===== src/rtl/cpu_run_ctrl_if.sv =====
// cpu_run_ctrl_if: the run-control bus between a test harness (master) and the
// cpu_run_ctrl block (slave).
// The harness issues start and reports the CPU's program counter.
// The controller returns the CPU reset, the run status, the cycle count and the
// final PC.
// When CPU_RUN_CTRL_TRACE_EN is defined, the bus also carries the PC-change trace
// (trace_valid, trace_pc).
interface cpu_run_ctrl_if #(
    parameter int PC_WIDTH  = 32,
    parameter int CNT_WIDTH = 32
);
    logic                 start;
    logic [PC_WIDTH-1:0]  pc_in;
    logic                 cpu_reset;
    logic                 running;
    logic                 done;
    logic                 timeout;
    logic [CNT_WIDTH-1:0] cycle_count;
    logic [PC_WIDTH-1:0]  final_pc;
`ifdef CPU_RUN_CTRL_TRACE_EN
    logic                 trace_valid;
    logic [PC_WIDTH-1:0]  trace_pc;
`endif

    // Harness side: drives the run request and the observed PC.
    modport master (
        output start,
        output pc_in,
        input  cpu_reset,
        input  running,
        input  done,
        input  timeout,
        input  cycle_count,
        input  final_pc
`ifdef CPU_RUN_CTRL_TRACE_EN
        ,
        input  trace_valid,
        input  trace_pc
`endif
    );

    // Controller side.
    modport slave (
        input  start,
        input  pc_in,
        output cpu_reset,
        output running,
        output done,
        output timeout,
        output cycle_count,
        output final_pc
`ifdef CPU_RUN_CTRL_TRACE_EN
        ,
        output trace_valid,
        output trace_pc
`endif
    );
endinterface


===== src/rtl/cpu_run_ctrl.sv =====
// cpu_run_ctrl: run controller for CPU bring-up.
// It holds the core in reset for RST_CYCLES after start, and then counts RUN cycles.
// A run ends in one of two ways:
//   - HALT: the PC stays unchanged for STALL_LIMIT consecutive cycles.
//   - TOUT: MAX_CYCLES RUN cycles elapse.
// If both happen on the same cycle, HALT wins.
// The controller re-asserts the core reset after HALT or TOUT, so the core stays frozen.
// Optional PC-change trace: define CPU_RUN_CTRL_TRACE_EN.
module cpu_run_ctrl #(
    parameter int PC_WIDTH    = 32,
    parameter int CNT_WIDTH   = 32,
    parameter int RST_CYCLES  = 2,
    parameter int STALL_LIMIT = 8,
    parameter int MAX_CYCLES  = 600
) (
    input logic           CLK,
    input logic           RESET,
    cpu_run_ctrl_if.slave bus
);

    // Counter widths sized to the largest value each counter ever holds.
    localparam int RST_W   = (RST_CYCLES  > 1) ? $clog2(RST_CYCLES)  : 1;
    localparam int STALL_W = (STALL_LIMIT > 1) ? $clog2(STALL_LIMIT) : 1;

    localparam logic [RST_W-1:0]     RST_LAST   = RST_W'(RST_CYCLES - 1);
    localparam logic [STALL_W-1:0]   STALL_LAST = STALL_W'(STALL_LIMIT - 1);
    localparam logic [CNT_WIDTH-1:0] CNT_LAST   = CNT_WIDTH'(MAX_CYCLES - 1);

    typedef enum logic [2:0] {
        ST_IDLE,
        ST_RST,
        ST_RUN,
        ST_HALT,
        ST_TOUT
    } state_t;

    state_t               state_reg;
    logic [RST_W-1:0]     rst_cnt_reg;
    logic [STALL_W-1:0]   stall_cnt_reg;
    logic [PC_WIDTH-1:0]  prev_pc_reg;
    logic [CNT_WIDTH-1:0] cycle_count_reg;
    logic [PC_WIDTH-1:0]  final_pc_reg;
    logic                 cpu_reset_reg;
    logic                 running_reg;
    logic                 done_reg;
    logic                 timeout_reg;

    // The halt and timeout conditions are decided from the current PC sample.
    logic pc_equal;
    logic halt_hit;
    logic tout_hit;

    // Decode this cycle's halt and timeout conditions.
    always_comb begin
        pc_equal = (bus.pc_in == prev_pc_reg);
        halt_hit = pc_equal && (stall_cnt_reg == STALL_LAST);
        tout_hit = (cycle_count_reg == CNT_LAST);
    end

    // Run sequencer: state, counters and registered status outputs.
    always_ff @(posedge CLK or posedge RESET) begin
        if (RESET) begin
            state_reg       <= ST_IDLE;
            rst_cnt_reg     <= '0;
            stall_cnt_reg   <= '0;
            prev_pc_reg     <= '0;
            cycle_count_reg <= '0;
            final_pc_reg    <= '0;
            cpu_reset_reg   <= 1'b1;
            running_reg     <= 1'b0;
            done_reg        <= 1'b0;
            timeout_reg     <= 1'b0;
        end else begin
            case (state_reg)
                ST_IDLE: begin
                    cpu_reset_reg <= 1'b1;
                    running_reg   <= 1'b0;
                    done_reg      <= 1'b0;
                    timeout_reg   <= 1'b0;
                    if (bus.start) begin
                        state_reg       <= ST_RST;
                        rst_cnt_reg     <= '0;
                        cycle_count_reg <= '0;
                    end
                end

                ST_RST: begin
                    // Arm the stall detector with the PC the core sits at
                    // when it comes out of reset.
                    stall_cnt_reg <= '0;
                    prev_pc_reg   <= bus.pc_in;
                    if (rst_cnt_reg == RST_LAST) begin
                        state_reg     <= ST_RUN;
                        cpu_reset_reg <= 1'b0;
                        running_reg   <= 1'b1;
                    end else begin
                        rst_cnt_reg <= rst_cnt_reg + RST_W'(1);
                    end
                end

                ST_RUN: begin
                    prev_pc_reg     <= bus.pc_in;
                    cycle_count_reg <= cycle_count_reg + CNT_WIDTH'(1);
                    if (!pc_equal) begin
                        stall_cnt_reg <= '0;
                    end else if (stall_cnt_reg != STALL_LAST) begin
                        stall_cnt_reg <= stall_cnt_reg + STALL_W'(1);
                    end

                    // Check halt first, so a halt that coincides with the
                    // timeout is reported as a halt.
                    if (halt_hit) begin
                        state_reg     <= ST_HALT;
                        final_pc_reg  <= bus.pc_in;
                        cpu_reset_reg <= 1'b1;
                        running_reg   <= 1'b0;
                        done_reg      <= 1'b1;
                    end else if (tout_hit) begin
                        state_reg     <= ST_TOUT;
                        final_pc_reg  <= bus.pc_in;
                        cpu_reset_reg <= 1'b1;
                        running_reg   <= 1'b0;
                        done_reg      <= 1'b1;
                        timeout_reg   <= 1'b1;
                    end
                end

                ST_HALT, ST_TOUT: begin
                    // The core stays frozen until the next start.
                    // final_pc keeps the last result across the restart.
                    cpu_reset_reg <= 1'b1;
                    running_reg   <= 1'b0;
                    if (bus.start) begin
                        state_reg       <= ST_RST;
                        rst_cnt_reg     <= '0;
                        cycle_count_reg <= '0;
                        done_reg        <= 1'b0;
                        timeout_reg     <= 1'b0;
                    end
                end

                default: begin
                    state_reg     <= ST_IDLE;
                    cpu_reset_reg <= 1'b1;
                    running_reg   <= 1'b0;
                    done_reg      <= 1'b0;
                    timeout_reg   <= 1'b0;
                end
            endcase
        end
    end

    assign bus.cpu_reset   = cpu_reset_reg;
    assign bus.running     = running_reg;
    assign bus.done        = done_reg;
    assign bus.timeout     = timeout_reg;
    assign bus.cycle_count = cycle_count_reg;
    assign bus.final_pc    = final_pc_reg;

`ifdef CPU_RUN_CTRL_TRACE_EN
    logic                trace_valid_reg;
    logic [PC_WIDTH-1:0] trace_pc_reg;

    // PC-change trace: in RUN, pulse once for every new PC value.
    // trace_pc holds the last value that was traced.
    always_ff @(posedge CLK or posedge RESET) begin
        if (RESET) begin
            trace_valid_reg <= 1'b0;
            trace_pc_reg    <= '0;
        end else if (state_reg == ST_RUN && !pc_equal) begin
            trace_valid_reg <= 1'b1;
            trace_pc_reg    <= bus.pc_in;
        end else begin
            trace_valid_reg <= 1'b0;
        end
    end

    assign bus.trace_valid = trace_valid_reg;
    assign bus.trace_pc    = trace_pc_reg;
`endif

endmodule


===== src/flat_wrapper.sv =====
// flat-port wrapper written by rule: the top's interface ports become plain ports
module cpu_run_ctrl_flat 
#(
    parameter int PC_WIDTH    = 32,
    parameter int CNT_WIDTH   = 32,
    parameter int RST_CYCLES  = 2,
    parameter int STALL_LIMIT = 8,
    parameter int MAX_CYCLES  = 600
)
  (CLK, RESET, bus_start, bus_pc_in, bus_cpu_reset, bus_running, bus_done, bus_timeout, bus_cycle_count, bus_final_pc);
  cpu_run_ctrl_if #(.PC_WIDTH(PC_WIDTH), .CNT_WIDTH(CNT_WIDTH)) bus_i ();
  input logic CLK;
  input logic RESET;
  input wire logic [$bits(bus_i.start)-1:0] bus_start;
  input wire logic [$bits(bus_i.pc_in)-1:0] bus_pc_in;
  output wire logic [$bits(bus_i.cpu_reset)-1:0] bus_cpu_reset;
  output wire logic [$bits(bus_i.running)-1:0] bus_running;
  output wire logic [$bits(bus_i.done)-1:0] bus_done;
  output wire logic [$bits(bus_i.timeout)-1:0] bus_timeout;
  output wire logic [$bits(bus_i.cycle_count)-1:0] bus_cycle_count;
  output wire logic [$bits(bus_i.final_pc)-1:0] bus_final_pc;
  assign bus_i.start = bus_start;
  assign bus_i.pc_in = bus_pc_in;
  assign bus_cpu_reset = bus_i.cpu_reset;
  assign bus_running = bus_i.running;
  assign bus_done = bus_i.done;
  assign bus_timeout = bus_i.timeout;
  assign bus_cycle_count = bus_i.cycle_count;
  assign bus_final_pc = bus_i.final_pc;
  cpu_run_ctrl #(.PC_WIDTH(PC_WIDTH), .CNT_WIDTH(CNT_WIDTH), .RST_CYCLES(RST_CYCLES), .STALL_LIMIT(STALL_LIMIT), .MAX_CYCLES(MAX_CYCLES)) u_core (.CLK(CLK), .RESET(RESET), .bus(bus_i));
endmodule

===== config.mk =====
export PLATFORM = sky130hd
export DESIGN_NAME = cpu_run_ctrl_flat
export DESIGN_NICKNAME = d
export VERILOG_FILES = /design/src/rtl/cpu_run_ctrl_if.sv /design/src/rtl/cpu_run_ctrl.sv /design/src/flat_wrapper.sv
export SDC_FILE = /design/constraint.sdc
export NUM_CORES = 1
export LEC_CHECK = 0
export BUFFER_PORTS_ARGS = -buffer_cell sky130_fd_sc_hd__clkbuf_2
export CORE_MARGIN = 10
export CORE_UTILIZATION = 23
export CTS_CLUSTER_DIAMETER = 50
export DETAILED_ROUTE_END_ITERATION = 6
export PLACE_DENSITY = 0.44
export SYNTH_ARGS = -nofsm -noshare
export SYNTH_HDL_FRONTEND = slang
export SYNTH_SLANG_ARGS = --single-unit

===== constraint.sdc =====
create_clock -name CLK -period 4.25 [get_ports CLK]
set_input_delay 0.6375 -clock CLK [delete_from_list [all_inputs] [get_ports CLK]]
set_output_delay 0.6375 -clock CLK [all_outputs]
set_load 0.05 [all_outputs]

==> results of run 1 <==
-- layout by cell type, fill, tap and decap left out, types with 14 or more instances in the layout --
cell type and n:
a21oi_1 24, a32oi_1 32, and3_1 40, clkbuf_2 102, dfrtp_1 106, mux2_2 32, nand2_1 51, nand4_1 21
nor2_1 14, o21ai_0 47, o31ai_1 14, xnor2_1 33
-- Yosys cell counts (2+ instances only) --
| cell | instances | area [µm²] |
|---|---|---|
| and3_1 | 40 | 250 |
| a32oi_1 | 32 | 280 |
| nor4_1 | 7 | 43.8 |
| a211o_1 | 2 | 17.5 |
| nand2_1 | 51 | 191 |
| and2_1 | 4 | 25.0 |
| or4_1 | 11 | 82.6 |
| buf_4 | 2 | 15.0 |
| nand2b_1 | 3 | 18.8 |
| xnor2_1 | 33 | 289 |
| o31ai_1 | 14 | 105 |
| and4_1 | 5 | 43.8 |
| nor3_1 | 4 | 20.0 |
| xor2_1 | 7 | 61.3 |
| or3_2 | 2 | 15.0 |
| a21oi_1 | 24 | 120 |
| mux2_2 | 32 | 360 |
| a2111oi_0 | 2 | 17.5 |
| or3_1 | 8 | 50.1 |
| nand3_1 | 13 | 65.1 |
| a31oi_1 | 2 | 12.5 |
| nor2_1 | 15 | 56.3 |
| clkbuf_1 | 31 | 116 |
| nand4_1 | 21 | 131 |
| dfrtp_1 | 106 | 2650 |
| inv_1 | 14 | 52.6 |
| buf_2 | 3 | 15.0 |
| ha_1 | 3 | 37.5 |
| o21ai_0 | 47 | 235 |
| o221ai_1 | 2 | 17.5 |
-- layer usage --
layer / vias to the layer above / part of all wire, % / track usage (%)
li1: 2274 / - / -
met1: 2285 / 50 / 15.2
met2: 103 / 43 / 16.7
met3: 14 / 6.3 / 3.97
met4: 2 / 0.79 / 2.19
met5: - / 0.075 / 0
-- worst paths after layout --
kind,start,end,slack (ns)
worst min-delay path,RESET,u_core.bus.final_pc[5],0.47
min in group CLK,u_core.stall_cnt_reg[0],u_core.stall_cnt_reg[0],0.50
worst min register to register,u_core.stall_cnt_reg[0],u_core.stall_cnt_reg[0],0.50
worst max-delay path,u_core.state_reg[1],u_core.bus.cycle_count[17],1.51
worst max register to register,u_core.state_reg[1],u_core.bus.cycle_count[17],1.51
max in group asynchronous,RESET,u_core.bus.cycle_count[30],2.86
-- worst reg2reg max path: stages (launching register included) --
cell     delay (ns)
dfrtp_1        0.47
nor2_2         0.23
a32o_1         0.34
nand4_1        0.64
or4_2          0.84
a21oi_1        0.15
-- metrics by stage --
stage | utilization (%) | hold WS, ns | std cells
finish | 28.0 | 0.466 | 977
global placement | 26.8 | 0.481 | 961
floorplan | - | 0.457 | 561
CTS | 28.0 | 0.496 | 977
detailed placement | 26.8 | 0.486 | 961
global route | 28.0 | 0.535 | 977
-- power groups by stage --
stage / registers [µW] / logic (µW) / clock network (µW)
after floorplan: 1390 / 704 / 0
after global placement: 1370 / 967 / 0
after detailed placement: 1380 / 970 / 0
after CTS: 1360 / 974 / 862
after global routing: 1380 / 1060 / 898
final: 1360 / 954 / 822
-- kinds of logic after synthesis --
group,synth area share (%)
and+or+nand+nor,19.3
xor gates and xnor gates,6.24
muxes,6.42
adders and majority gates,0.848
buffers and inverters,3.97
DFF,47.7
AOI/OAI and AO/OA,15.4
-- layout make-up --
cell class                      instances  area [µm²]
Clock buffer                           10         229
Sequential cell                       107        2680
Clock inverter                          6        51.3
Multi-Input combinational cell        401        2730
Fill cell                            2572       17400
Tap cell                              324         405
Inverter                               14        55.1
Timing Repair Buffer                  115         608
==> impl_metrics.json, run 1 <==
{
  "syn_inst": 561,
  "fin_ws_ns": 1.51,
  "gr-total-overflow": 0,
  "ioPinCount": 103,
  "cts_hold_buf": 0,
  "ys_types": 51,
  "clockPowerShare_pct": 26.2,
  "cpPeakStageDelay_ns": 0.84,
  "core.rowCount": 57,
  "dieArea_um2": 31000,
  "power_switching_uw": 1060,
  "avgSynthCellArea_um2": 10.0,
  "setup_viol": 0,
  "grt_pass1_vias": 4694,
  "die_y_um": 176,
  "cp.arrival_ns": 3.01,
  "path_clk_slew_ns": 0.08,
  "cellLeakagePower_uw": 0.00293,
  "final.setup_skew_ns": 0.0150,
  "timing.critical_path.buf_inv": 0,
  "drv_slew": 0,
  "syn_area_um2": 5610,
  "slew_headroom_pct": 33.2,
  "ys_ff_latch": 107,
  "intPower_uw": 2070,
  "ys.flop_type": "dfrtp_1",
  "floorplan.core_area_um2": 24200,
  "power_uw": 3130,
  "min_period_ns": 2.74,
  "avgViaCountPerCell": 4.79,
  "die_w_um": 176,
  "postCtsSetupRepairBufs": 0,
  "cp-end-kind": "flop",
  "area_growth_syn_to_layout_pct": 20.5,
  "slowest_stage": "or4_2",
  "finalHoldViolations": 0,
  "design_area_um2": 6760,
  "cts-htree-levels": 3,
  "synth-edff-count": 0,
  "routed_wirelength_mm": 17.3,
  "final_nets": 686,
  "outcome": "finished, final reports clean",
  "peakVddDrop_mv": 0.203,
  "swShare_pct": 34.0,
  "clock_sinks": 107,
  "tns_ns": 0,
  "finalCritPeriodShare_pct": 64.4,
  "synth_warnings": 0,
  "clk_path_buf_depth": 2,
  "placed_area_um2": 6480,
  "rr_worst_depth": 5,
  "clk_latency_ns": 0.36,
  "initial_core_util_pct": 23.2,
  "place_hpwl_mm": 12.1,
  "num_antenna_cells": 0,
  "post-place-ws_ns": 1.34,
  "ys_async_sr_fraction_pct": 100,
  "path_depth": 5,
  "critPathTopFamily": "simple AND/OR/NAND/NOR gates",
  "rsz0062_at_grt": "false",
  "grt_util_all_layers_pct": 11.2,
  "crit_chain": "nor2_2, a32o_1, nand4_1, or4_2, a21oi_1",
  "cts_tree": "built",
  "p_comb_share_pct": 30.5,
  "drive_above_1_share_pct": 27.1,
  "cts-root-buf": "clkbuf_16",
  "antenna_found_initial": 1,
  "critPathKind": "flop to flop",
  "cts-resized-gates": 0,
  "yosysSeqAreaShare_pct": 47.7,
  "syn_nets": 599,
  "routabilityCongestion": 0.744,
  "numCtsBuffers": 9,
  "grt_max_degree": 75,
  "drtPass1Iterations": 4,
  "drtAntennaViolNets": 0,
  "fmax_ghz": 0.365,
  "critPathLaunchType": "flop",
  "min_path_type": "primary input to async pin",
  "vias": 4678,
  "drv_cap": 0,
  "p_per_area_nw_per_um2": 463,
  "drc": 0,
  "tightest_slew_ns": 1.00,
  "grt_pass1_wl_mm": 27.9,
  "pwr-share-seq_pct": 43.3,
  "io_buffer_count": 102,
  "drt-initial-drc-count": 267,
  "cp_max_fo": 19,
  "wl_per_cell_um": 17.7,
  "required_ns": 4.53
}
Note: power is estimated with default switching activity, not from simulation.
==> inputs of run 2 (changes only) <==
PLACE_DENSITY = 0.45   (was 0.44)
clock period = 2.35 ns   (was 4.25 ns; I/O delays follow)
==> run 2 against run 1 <==
  * Power increased by 87%
  * Sequential share of layout area fell by 1.2 points
  * Global-route usage is 0.30 points higher
  * Setup slack got worse by 1.3 ns
  * Hold slack worse by 0.22 ns
  * Sequential power rose by 79%
  * Largest power group unchanged
==> impl_metrics.json, run 2 (synthesis results as in run 1) <==
{
  "path_clk_slew_ns": 0.09,
  "final.setup_skew_ns": 0.0225,
  "setup_viol": 0,
  "clock_sinks": 107,
  "grt_max_degree": 56,
  "grt_util_all_layers_pct": 11.5,
  "tns_ns": 0,
  "numCtsBuffers": 9,
  "cts-root-buf": "clkbuf_16",
  "min_path_type": "primary input to flop",
  "io_buffer_count": 102,
  "ioPinCount": 103,
  "fmax_ghz": 0.467,
  "floorplan.core_area_um2": 24200,
  "outcome": "finished, final reports clean",
  "avgViaCountPerCell": 4.81,
  "drv_slew": 0,
  "grt_pass1_wl_mm": 28.6,
  "min_period_ns": 2.14,
  "initial_core_util_pct": 23.2,
  "grt_pass1_vias": 4894,
  "cts-resized-gates": 0,
  "cts_tree": "built",
  "antenna_found_initial": 2,
  "cp-end-kind": "flop",
  "drtPass1Iterations": 6,
  "cts-htree-levels": 3,
  "gr-total-overflow": 0,
  "drt-initial-drc-count": 342,
  "tightest_slew_ns": 0.506,
  "wl_per_cell_um": 17.8,
  "postCtsSetupRepairBufs": 0,
  "utilization_pct": 28.9,
  "drc": 0,
  "slew_headroom_pct": 65.9,
  "slowest_stage": "or4_4",
  "area_growth_syn_to_layout_pct": 24.7,
  "drv_cap": 0,
  "final_cell_mix": "clkbuf_2 (102), dfrtp_1 (98), nand2_1 (51)",
  "layout_commonest_cell": "clkbuf_2",
  "cpPeakStageDelay_ns": 0.53,
  "cellLeakagePower_uw": 0.00304,
  "crit_chain": "and4_4, nand4_4, or4_4, or4_1, a21oi_1",
  "dp.cells": 977,
  "critPathTopFamily": "simple AND/OR/NAND/NOR gates",
  "cts_hold_buf": 1,
  "clk_path_buf_depth": 2,
  "rsz0062_at_grt": "false",
  "multi_input_area_um2": 2730,
  "dieArea_um2": 31000,
  "timing.critical_path.buf_inv": 0,
  "placed_area_um2": 6680,
  "final_nets": 703,
  "ff_latch_area_um2": 2690,
  "critPathKind": "flop to flop",
  "place_hpwl_mm": 12.5,
  "finalHoldViolations": 0,
  "required_ns": 2.64,
  "design_area_um2": 7000,
  "drive_above_1_share_pct": 30.1,
  "die_w_um": 176,
  "die_y_um": 176,
  "r2r_slack_ns": 0.21,
  "layoutNonFillerInstCount": 997,
  "core.rowCount": 57,
  "cp.arrival_ns": 2.43,
  "routabilityCongestion": 0.732,
  "hold_slack_ns": 0.248,
  "critPathLaunchType": "flop",
  "cp_max_fo": 14,
  "nFillCells": 2546,
  "clk_latency_ns": 0.37,
  "drtAntennaViolNets": 0,
  "finalCritPeriodShare_pct": 91.2,
  "p_per_area_nw_per_um2": 838,
  "routed_wirelength_mm": 17.7,
  "vias": 4794,
  "peakVddDrop_mv": 0.423
}
run 2: cell count changes in the layout (fill, tap and decap cells not counted), sizes merged:
| cell | delta |
|---|---|
| inv | +2 |
| dlygate4sd3 | +1 |
| clkinv | -1 |
| clkbuf | -1 |
| buf | +16 |
| diode | +3 |
run 2: worst min-delay path: cells and delay by family:
| kind | cells | cell delay [ns] |
|---|---|---|
| AO/OA/AOI/OAI | 2 | 0.12 |
| buffers and inverters | 1 | 0.12 |
run 2: path summary, 6_finish.rpt:
path	from	to	depth (start not counted)
max	u_core.bus.cycle_count[10]	u_core.bus.cycle_count[28]	5
min	bus_pc_in[15]	u_core.bus.final_pc[15]	3
max reg2reg	u_core.bus.cycle_count[10]	u_core.bus.cycle_count[28]	5
min reg2reg	u_core.stall_cnt_reg[0]	u_core.stall_cnt_reg[0]	1
max in group asynchronous	RESET	u_core.bus.cpu_reset	4
min in group asynchronous	RESET	u_core.prev_pc_reg[0]	3
run 2: report_power, final:
group          switching [µW]  internal, µW
Clock                     827           765
Combinational             939           897
Sequential                240          2190
Total                    2010          3860
run 2: through the flow:
stage,worst slack (ns),power (µW)
6_report,0.206,5860
3_3_place_gp,0.260,4330
5_1_grt,0.0629,6210
4_1_cts,0.209,5960
3_5_place_dp,0.197,4340
2_1_floorplan,0.0973,3790
run 2: layer usage:
| metal | share of wire, % | vias to the layer above | GRT usage [%] |
|---|---|---|---|
| met5 | 0.11 | - | 0 |
| met4 | 1.1 | 2 | 2.79 |
| met3 | 6.9 | 17 | 3.67 |
| met2 | 44 | 123 | 17.3 |
| met1 | 48 | 2349 | 15.5 |
| li1 | - | 2303 | - |
run 2: cell type report:
| type | count | share of cell area (%) |
|---|---|---|
| repair buffers | 132 | 11.4 |
| clock inverters | 7 | 1.14 |
| flip-flops and latches | 107 | 38.4 |
| diodes | 3 | 0.107 |
| multi-input cells | 401 | 39.1 |
| inverters | 14 | 0.805 |
| well taps | 324 | 5.79 |
| clock buffers | 9 | 3.22 |
